### config.mk
export PLATFORM = sky130hd
export DESIGN_NAME = dsp_host_ram_bridge
export DESIGN_NICKNAME = d
export VERILOG_FILES = /design/src/rtl/dsp_host_ram_bridge.sv
export SDC_FILE = /design/constraint.sdc
export NUM_CORES = 1
export LEC_CHECK = 0
export CELL_PAD_IN_SITES_DETAIL_PLACEMENT = 1
export CELL_PAD_IN_SITES_GLOBAL_PLACEMENT = 2
export CORE_UTILIZATION = 24
export CTS_CLUSTER_DIAMETER = 30
export CTS_CLUSTER_SIZE = 25
export DETAILED_ROUTE_END_ITERATION = 8
export GPL_TIMING_DRIVEN = 0
export HOLD_SLACK_MARGIN = 0.12
export PLACE_DENSITY_LB_ADDON = 0.1
export REMOVE_ABC_BUFFERS = 1
export SKIP_LAST_GASP = 1
export SYNTH_ARGS = -nofsm -noshare
export SYNTH_HDL_FRONTEND = slang
export SYNTH_SLANG_ARGS = --single-unit
### constraint.sdc
create_clock -name clk_i -period 1.55 [get_ports clk_i]
set_input_delay 0.31 -clock clk_i [delete_from_list [all_inputs] [get_ports clk_i]]
set_output_delay 0.31 -clock clk_i [all_outputs]
set_load 0.02 [all_outputs]
### src/rtl/dsp_host_ram_bridge.sv
// dsp_host_ram_bridge
//   Host-side access stage for port B of the DSP data RAM (2^ADDR_W x 16).
//   Turns 8-bit, byte-addressed host reads/writes into 16-bit word accesses.
//   A byte write is a read-modify-write because port B has one write enable
//   covering both bytes. Port A stays with the DSP core.
//
//   Optional feature (define DSP_HOST_PREFETCH_EN):
//     one-word cache of the last word read or merged. A read hit completes
//     without touching the RAM. The entry is dropped on a DSP port A write
//     to the cached word.
//
// Ports
//   clk_i, rst_ni      clock (also RAM port B clock), async active-low reset
//   host_rd_i/wr_i     one-cycle request strobes (write wins if both high)
//   host_addr_i        byte address, bit 0 selects the high byte
//   host_din_i         write data
//   host_dout_o        read data, held until the next read completes
//   host_busy_o        request in flight
//   host_ack_o         one-cycle completion pulse
//   ram_*              RAM port B (bypass read: data valid the cycle after ce)
//   dsp_we_i, dsp_ad_i port A write snoop (used only with the cache)
module dsp_host_ram_bridge #(
    parameter int unsigned ADDR_W = 11
) (
    input  logic              clk_i,
    input  logic              rst_ni,
    input  logic              host_rd_i,
    input  logic              host_wr_i,
    input  logic [ADDR_W:0]   host_addr_i,
    input  logic [7:0]        host_din_i,
    output logic [7:0]        host_dout_o,
    output logic              host_busy_o,
    output logic              host_ack_o,
    output logic [ADDR_W-1:0] ram_ad_o,
    output logic [15:0]       ram_din_o,
    input  logic [15:0]       ram_dout_i,
    output logic              ram_ce_o,
    output logic              ram_oce_o,
    output logic              ram_wre_o,
    input  logic              dsp_we_i,
    input  logic [ADDR_W-1:0] dsp_ad_i
);

    typedef enum logic [2:0] {
        StIdle,
        StRdIssue,
        StRdCap,
        StWrIssue,
        StWrCap,
        StWrCommit,
        StDone
    } state_e;

    state_e            state_q;
    logic [7:0]        host_dout_q;
    logic              host_busy_q;
    logic              host_ack_q;
    logic [ADDR_W-1:0] ram_ad_q;
    logic [15:0]       ram_din_q;
    logic              ram_ce_q;
    logic              ram_wre_q;
    logic              sel_q;   // 1: high byte
    logic [7:0]        din_q;

    logic [15:0] merged;
    logic [7:0]  rd_byte;
    logic        rd_hit;

    assign merged  = sel_q ? {din_q, ram_dout_i[7:0]} : {ram_dout_i[15:8], din_q};
    assign rd_byte = sel_q ? ram_dout_i[15:8] : ram_dout_i[7:0];

`ifdef DSP_HOST_PREFETCH_EN
    logic [15:0]       cache_q;
    logic [ADDR_W-1:0] cache_ad_q;
    logic              cache_vld_q;

    // A DSP write to the same word in the same cycle makes the entry stale.
    assign rd_hit = cache_vld_q && (cache_ad_q == host_addr_i[ADDR_W:1]) &&
                    !(dsp_we_i && (dsp_ad_i == host_addr_i[ADDR_W:1]));

    always_ff @(posedge clk_i or negedge rst_ni) begin
        if (!rst_ni) begin
            cache_q     <= '0;
            cache_ad_q  <= '0;
            cache_vld_q <= 1'b0;
        end else if (state_q == StRdCap || state_q == StWrCap) begin
            cache_q     <= (state_q == StRdCap) ? ram_dout_i : merged;
            cache_ad_q  <= ram_ad_q;
            cache_vld_q <= !(dsp_we_i && (dsp_ad_i == ram_ad_q));
        end else if (dsp_we_i && (dsp_ad_i == cache_ad_q)) begin
            cache_vld_q <= 1'b0;
        end
    end
`else
    logic unused_snoop;
    assign unused_snoop = ^{dsp_we_i, dsp_ad_i};
    assign rd_hit       = 1'b0;
`endif

    always_ff @(posedge clk_i or negedge rst_ni) begin
        if (!rst_ni) begin
            state_q     <= StIdle;
            host_dout_q <= '0;
            host_busy_q <= 1'b0;
            host_ack_q  <= 1'b0;
            ram_ad_q    <= '0;
            ram_din_q   <= '0;
            ram_ce_q    <= 1'b0;
            ram_wre_q   <= 1'b0;
            sel_q       <= 1'b0;
            din_q       <= '0;
        end else begin
            host_ack_q <= 1'b0;
            ram_ce_q   <= 1'b0;
            ram_wre_q  <= 1'b0;
            unique case (state_q)
                StIdle: begin
                    if (host_wr_i || host_rd_i) begin
                        ram_ad_q <= host_addr_i[ADDR_W:1];
                        sel_q    <= host_addr_i[0];
                        din_q    <= host_din_i;
                    end
                    if (host_wr_i) begin
                        ram_ce_q    <= 1'b1;
                        host_busy_q <= 1'b1;
                        state_q     <= StWrIssue;
                    end else if (host_rd_i && rd_hit) begin
`ifdef DSP_HOST_PREFETCH_EN
                        host_dout_q <= host_addr_i[0] ? cache_q[15:8] : cache_q[7:0];
`endif
                        host_ack_q  <= 1'b1;
                        state_q     <= StDone;
                    end else if (host_rd_i) begin
                        ram_ce_q    <= 1'b1;
                        host_busy_q <= 1'b1;
                        state_q     <= StRdIssue;
                    end
                end
                StRdIssue: state_q <= StRdCap;
                StRdCap: begin
                    host_dout_q <= rd_byte;
                    host_ack_q  <= 1'b1;
                    host_busy_q <= 1'b0;
                    state_q     <= StDone;
                end
                StWrIssue: state_q <= StWrCap;
                StWrCap: begin
                    ram_din_q <= merged;
                    ram_ce_q  <= 1'b1;
                    ram_wre_q <= 1'b1;
                    state_q   <= StWrCommit;
                end
                StWrCommit: begin
                    host_ack_q  <= 1'b1;
                    host_busy_q <= 1'b0;
                    state_q     <= StDone;
                end
                StDone:  state_q <= StIdle;
                default: state_q <= StIdle;
            endcase
        end
    end

    assign host_dout_o = host_dout_q;
    assign host_busy_o = host_busy_q;
    assign host_ack_o  = host_ack_q;
    assign ram_ad_o    = ram_ad_q;
    assign ram_din_o   = ram_din_q;
    assign ram_ce_o    = ram_ce_q;
    assign ram_wre_o   = ram_wre_q;
    assign ram_oce_o   = 1'b1;

endmodule

==> out/summary.txt, run 1 <==
Run status -> completed
Final Cell Area -> 3370 um2
Drt wl/cell -> 15.9 um
Gr usage total -> 12.8%
Hold crit path type -> reg2reg
DR pass1 iterations -> 4
Worst path required time -> 1.74 ns
Crit. End Element -> flop
Mapped Cells -> 173
DR DRC count -> 0
Final hold violation count -> 0
Number of CTS-inserted buffers -> 5
Final min period -> 1.48 ns
Die ar. -> 9750 um2
Pre-CTS WS -> -0.618 ns
CTS Buffer Depth -> 2
Setup TNS -> 0 ns
Most frequent cells in the layout -> dfrtp_1 (47), dlygate4sd2_1 (39), clkdlybuf4s50_1 (38), nor2_1 (25), mux2i_1 (24)
Seq pwr share -> 34.7%
Syn-to-layout area delta -> 50.1%
Worst vdd ir -> 0.727 mV
Max-cap violations -> 0
Pint -> 4460 uW
Initial Util -> 25.3%
Max Clk Rate -> 0.676 GHz
Commonest non-fill, non-tap cell in the layout -> dfrtp_1
Final worst slack -> 0.0700 ns
Clk_lat worst skew -> 0.31 ns
Synth unique cells -> 23
Port buffer count -> 78
Via count -> 1636
H-tree depth -> 2
Post-DP HPWL -> 3.63 mm
Clock Skew -> 0.00770 ns
Static Leak -> 0.00149 uW
CTS clk-pin slew, worst paths -> 0.10 ns
Post-route ant nets -> 0
Sequential fraction of the synthesis area -> 56.8%
Pins Over Slew Limit -> 0
Yosys reg bits -> 51
Sw Ratio -> 38.9%
Placed instance area -> 3070 um2
Synth warn -> 0
Vias in the first global route -> 1763
Final Wtd Congestion -> 0.631
P_sw -> 2840 uW
Critical path data arrival time -> 1.67 ns
CTS Root Buffer Type -> clkbuf_8
FF/Latch Area -> 1280 um2
Filler cells -> 972
Relative slew slack -> 50.1%
Initial antenna violation count -> 0
Ports -> 92
Average size of a mapped cell -> 13.0 um2
Core Region -> 8890 um2
Combinational share of power -> 51.6%
Synthesized area -> 2250 um2
Row cnt -> 34
Fraction of layout cells with a size suffix above 1 -> 21.7%
R2r setup slk -> 0.07 ns
Clk sinks -> 51
Multi-input logic area -> 900 um2
Clock power frac -> 13.7%
Slew of the pin with the lowest slew margin -> 0.748 ns
Final hold slack -> 0.510 ns
CTS tree -> built
Critical path type -> reg2reg
Final period utilization -> 95.5%
Initial DRC count -> 11
Largest net degree at the start of global routing -> 32
Setup violators final -> 0
Die Wd -> 98.8 um
Final nets -> 319
# diodes -> 0
Power density over cell area -> 2160 nW/um2
First-pass GRT wire length -> 9.53 mm
Overall Power -> 7300 uW
Worst Path Max Fanout -> 5
RSZ-0062 raised after global routing -> true
Drt via density -> 4.36
Post-Route WL -> 5.95 mm
CP Launch Type -> flop
Total gr overflow -> 0
Die height -> 98.8 um
## registers in the layout, indices dropped and copies added (netlist names)
name         count
state_q          3
sel_q            1
ram_din_o       16
host_dout_o      8
ram_wre_o        1
host_ack_o       1
ram_ce_o         1
host_busy_o      1
din_q            8
ram_ad_o        11
## timing repair
action | 4_1_cts | 5_1_grt
resized for setup | 47 | 0
cloned | 2 | 0
setup endpoints to repair | 86 | 20
hold endpoints to repair | 20 | 0
setup buffers | 12 | 3
hold buffers | 1 | 0
## cell type report
type	count	share of cell area, %
clock inverters	2	1.04
well taps	108	4.01
flip-flops and latches	51	38.0
clock buffers	6	2.45
repair buffers	95	27.6
multi-input cells	111	26.7
inverters	2	0.223
## power groups by stage
stage | clock, uW | sequential, uW | combinational (uW)
after detailed placement | 0 | 2640 | 3560
after global routing | 1100 | 2650 | 4080
after floorplan | 0 | 3150 | 1470
final | 998 | 2530 | 3770
after CTS | 1050 | 2580 | 3750
after global placement | 0 | 2630 | 3530
## cell usage after synthesis
cell / instances / area share, %
or3_1: 1 / 0.28
inv_1: 2 / 0.33
o21bai_1: 2 / 0.67
a21oi_1: 23 / 5.1
mux2i_1: 24 / 11
buf_4: 2 / 0.67
nor4_1: 1 / 0.28
a21boi_0: 1 / 0.33
buf_6: 4 / 2.0
nor3_1: 2 / 0.45
ha_1: 1 / 0.56
dfrtp_1: 51 / 57
a21oi_2: 2 / 0.78
mux2_2: 11 / 5.5
conb_1: 1 / 0.17
nor3b_4: 2 / 1.7
nor2b_4: 1 / 0.61
mux2_4: 9 / 6.0
nor3_2: 1 / 0.45
buf_2: 3 / 0.67
buf_8: 2 / 1.3
nand2b_1: 1 / 0.28
nor2_1: 26 / 4.3
## per-layer routing
metal	part of all wire (%)	wire, um	global-route usage [%]	vias up
met5	0	0	0	-
met4	0.50	30	3.10	0
met3	7.5	447	4.04	4
met2	44	2620	19.4	60
met1	48	2850	17.9	790
li1	-	-	-	782
## logic make-up after synthesis
kind of cell,count (synthesis),synth area share (%)
flops,51,56.8
mux,44,22.2
simple gates,35,8.35
compound gates,28,6.90
buf+inv,13,5.01
fa+ha+maj,1,0.557
other cells,1,0.167
## per-stage QoR
stage | util (%) | cells
after global routing | 37.9 | 375
after global placement | 34.4 | 348
after detailed placement | 34.6 | 349
after floorplan | - | 162
final | 37.9 | 375
after CTS | 37.7 | 372
## worst paths after layout
path                                   from      endpoint  depth (start not counted)
worst max register to register   state_q[1]      din_q[2]                          4
min in group asynchronous            rst_ni  ram_din_o[3]                          2
worst min register to register  ram_ad_o[1]   ram_ad_o[1]                          1
worst min-delay path            ram_ad_o[1]   ram_ad_o[1]                          1
max in group asynchronous            rst_ni         sel_q                          3
worst max-delay path             state_q[1]      din_q[2]                          4
## worst max-delay path, cell delays in order, from the launching register on
cell     delay (ns)
dfrtp_2        0.44
nor3_4         0.25
nor2b_4        0.25
buf_12         0.15
mux2_4         0.29
(Power assumes the default switching activity.)
==> run 2: changes to the inputs <==
--- a/config.mk
+++ b/config.mk
@@ -5,9 +5,10 @@
 export SDC_FILE = /design/constraint.sdc
 export NUM_CORES = 1
 export LEC_CHECK = 0
+export ABC_AREA = 1
 export CELL_PAD_IN_SITES_DETAIL_PLACEMENT = 1
 export CELL_PAD_IN_SITES_GLOBAL_PLACEMENT = 2
-export CORE_UTILIZATION = 24
+export CORE_UTILIZATION = 22
 export CTS_CLUSTER_DIAMETER = 30
 export CTS_CLUSTER_SIZE = 25
 export DETAILED_ROUTE_END_ITERATION = 8
==> out/summary.txt, run 2 <==
Run status -> completed
Ports -> 92 (unchanged)
R2r setup slk -> 0.06 ns (about the same)
Slowest cell on crit path -> clkdlybuf4s50_1
CTS Buffer Depth -> 2 (unchanged)
Setup bufs post-CTS -> 0 (-12)
Commonest non-fill, non-tap cell in the layout -> nand2_1
Syn-to-layout area delta -> 39.6%
Final hold slack -> 0.466 ns (-0.0442 ns)
Met2 GRT Util -> 19.2% (-0.21 points)
Reg2Reg Launch Point -> state_q[1]
Synth area leader -> dfrtp_1
Fraction of layout cells with a size suffix above 1 -> 11.0% (-11 points)
Number of CTS-inserted buffers -> 5 (unchanged)
Final min period -> 1.52 ns (+0.0406 ns)
Setup TNS -> 0 ns (unchanged)
Crit path largest cell delay -> 0.45 ns (about the same)
Drt via density -> 3.99 (-8.6%)
Final hold violation count -> 0 (unchanged)
Via count -> 1962 (+20%)
First-pass GRT wire length -> 9.89 mm (+3.8%)
Drt wl/cell -> 13.1 um (-17%)
Max FFs per register -> 16 (unchanged)
Overall Power -> 6500 uW (-11%)
Sequential fraction of the synthesis area -> 53.3% (-3.5 points)
Dominant cells by area after synthesis -> dfrtp_1 (53%), nand2_1 (17%), o21ai_2 (7.3%)
DR pass1 iterations -> 4 (unchanged)
Multi-input logic area -> 863 um2 (-4.0%)
Most frequent cells in the layout -> nand2_1 (107), dfrtp_1 (50), inv_1 (41), clkdlybuf4s50_1 (38), dlygate4sd2_1 (38)
Static Leak -> 0.00174 uW (+17%)
Synth unique cells -> 19 (-17%)
CTS Root Buffer Type -> clkbuf_8
Vias in the first global route -> 1991 (+13%)
Buf/Inv on CP -> 2 (+1)
Final nets -> 408 (+28%)
FF/Latch Area -> 1280 um2 (-0.29%)
Largest net degree at the start of global routing -> 50 (+56%)
H-tree depth -> 2 (unchanged)
Most Crowded Layer GR -> met2
Placed instance area -> 3250 um2 (+5.7%)
Setup violators final -> 0 (unchanged)
M1 GR Usage -> 14.0% (-3.8 points)
Row cnt -> 37 (+8.8%)
Max-cap violations -> 0 (unchanged)
Worst vdd ir -> 0.744 mV (+2.2%)
Pins Over Slew Limit -> 0 (unchanged)
Hold crit path type -> in2async
Filler cells -> 1246 (+28%)
Synth warn -> 0 (unchanged)
Synthesized area -> 2390 um2 (+6.5%)
Power density over cell area -> 1950 nW/um2 (-10%)
Clock Skew -> 0.00671 ns (-0.000993 ns)
Mapped Cells -> 280 (+62%)
Initial antenna violation count -> 0 (unchanged)
DR DRC count -> 0 (unchanged)
Port buffer count -> 78 (unchanged)
Clk sinks -> 51 (unchanged)
CP top delay family -> simple AND/OR/NAND/NOR gates
Initial Util -> 23.0% (-2.3 points)
Final core utilization -> 32.1% (-5.9 points)
Final Wtd Congestion -> 0.675 (+7.0%)
Yosys reg bits -> 51 (unchanged)
Ys flop type -> dfrtp_1
Critical path data arrival time -> 1.74 ns (+0.07 ns)
CP cell instances -> clkdlybuf4s50_1 > inv_1 > nand2_1 > nand3_4 > o21ai_2
Clk_lat worst skew -> 0.30 ns (about the same)
CTS tree -> built
RSZ-0062 raised after global routing -> true
Final period utilization -> 98.1% (+2.6 points)
Average size of a mapped cell -> 8.55 um2 (-34%)
Slew of the pin with the lowest slew margin -> 0.684 ns (-0.0645 ns)
Die ar. -> 11300 um2 (+16%)
Crit. End Element -> flop
Total gr overflow -> 0 (unchanged)
Relative slew slack -> 54.4% (+4.3 points)
Post-route ant nets -> 0 (unchanged)
EDFF count, synth -> 0 (unchanged)
Gr usage total -> 11.4% (-1.4 points)
Worst Reg2Reg Path Length in Cells -> 3 (-1)
Initial DRC count -> 49 (+38)
CTS clk-pin slew, worst paths -> 0.09 ns (about the same)
Ys async rst share -> 100% (unchanged)
Core Region -> 10400 um2 (+17%)
R2r endpoint -> din_q[0]
Worst path required time -> 1.77 ns (+0.03 ns)
Post-Route WL -> 6.46 mm (+8.7%)
Die height -> 106 um (+7.6%)
Commonest cells post-synth -> nand2_1 (107), dfrtp_1 (51), inv_1 (42)
Final Cell Area -> 3340 um2 (-0.96%)
# diodes -> 0 (unchanged)
Critical path type -> in2reg
Yosys top cell area share -> 53.3% (-3.5 points)
Worst Path Max Fanout -> 21 (+16)
Max Clk Rate -> 0.658 GHz (-2.7%)
Post-DP HPWL -> 4.08 mm (+12%)
CP Launch Type -> primary input
GR Layer Usage met3 -> 3.37% (-0.67 points)
Die Wd -> 106 um (+7.6%)
Most frequent cell after synthesis -> nand2_1
## run 2: cell types whose count changed in the layout (fill, tap and decap cells not counted), moves of 5 or more
| cell | delta |
|---|---|
| mux2_2 | -11 |
| buf_4 | -10 |
| a21oi_1 | -23 |
| mux2_4 | -9 |
| nor2_1 | -22 |
| inv_1 | +39 |
| o21ai_0 | +30 |
| mux2i_1 | -24 |
| buf_12 | -5 |
| o21ai_2 | +20 |
| nand2_1 | +107 |
## run 2: timing repair
action,4_1_cts,5_1_grt
gates resized for setup,40,5
hold endpoints to repair,16,0
cloned,0,1
hold buffers,1,0
setup endpoints to repair,83,35
pin swaps,1,1
## run 2: cell families (layout without fill, tap and decap cells)
family          Yosys count  count (layout)  share of synthesized area (%)
buf+inv                  57             132                           11.6
fa+ha+maj                 1               1                          0.523
simple gates            116             117                           19.6
flops                    51              51                           53.3
other cells               1               1                          0.157
compound gates           54              54                           14.9
## run 2: final cells by class
type | instances | share of cell area [%]
flip-flops and latches | 51 | 38.2
clock buffers | 8 | 3.00
inverters | 44 | 5.06
repair buffers | 80 | 22.8
well taps | 136 | 5.09
multi-input cells | 173 | 25.8
## run 2: per-layer routing
metal	share of wire (%)	vias to the layer above	wire [um]
met5	0	-	0
met4	0.65	0	42
met3	5.1	4	328
met2	48	48	3120
met1	46	916	2970
li1	-	994	-
## run 2: how the worst max path moves through the flow
| stage | to | cells after the start | slack [ns] | start |
|---|---|---|---|---|
| after floorplan | host_dout_o[0] | 3 | 0.19 | sel_q |
| after global placement | ram_ad_o[1] | 1 | -1.67 | rst_ni |
| after detailed placement | ram_ad_o[8] | 6 | -0.43 | host_wr_i |
| after CTS | din_q[1] | 4 | -0.12 | state_q[1] |
| after global routing | ram_din_o[5] | 5 | -0.06 | state_q[1] |
| final | din_q[0] | 5 | 0.03 | host_wr_i |
## run 2: metrics by stage
stage / setup WS [ns] / cells
global placement: -1.67 / 481
floorplan: 0.192 / 267
global route: -0.0599 / 492
detailed placement: -0.431 / 482
finish: 0.0295 / 492
CTS: -0.116 / 491
## run 2: power by group
group | leakage [uW] | internal [uW] | switching [uW] | total (uW)
combinational | 0.00106 | 1180 | 2020 | 3200
sequential | 0.000634 | 1970 | 474 | 2440
clock | 0.0000515 | 409 | 449 | 858
total | 0.00174 | 3560 | 2940 | 6500
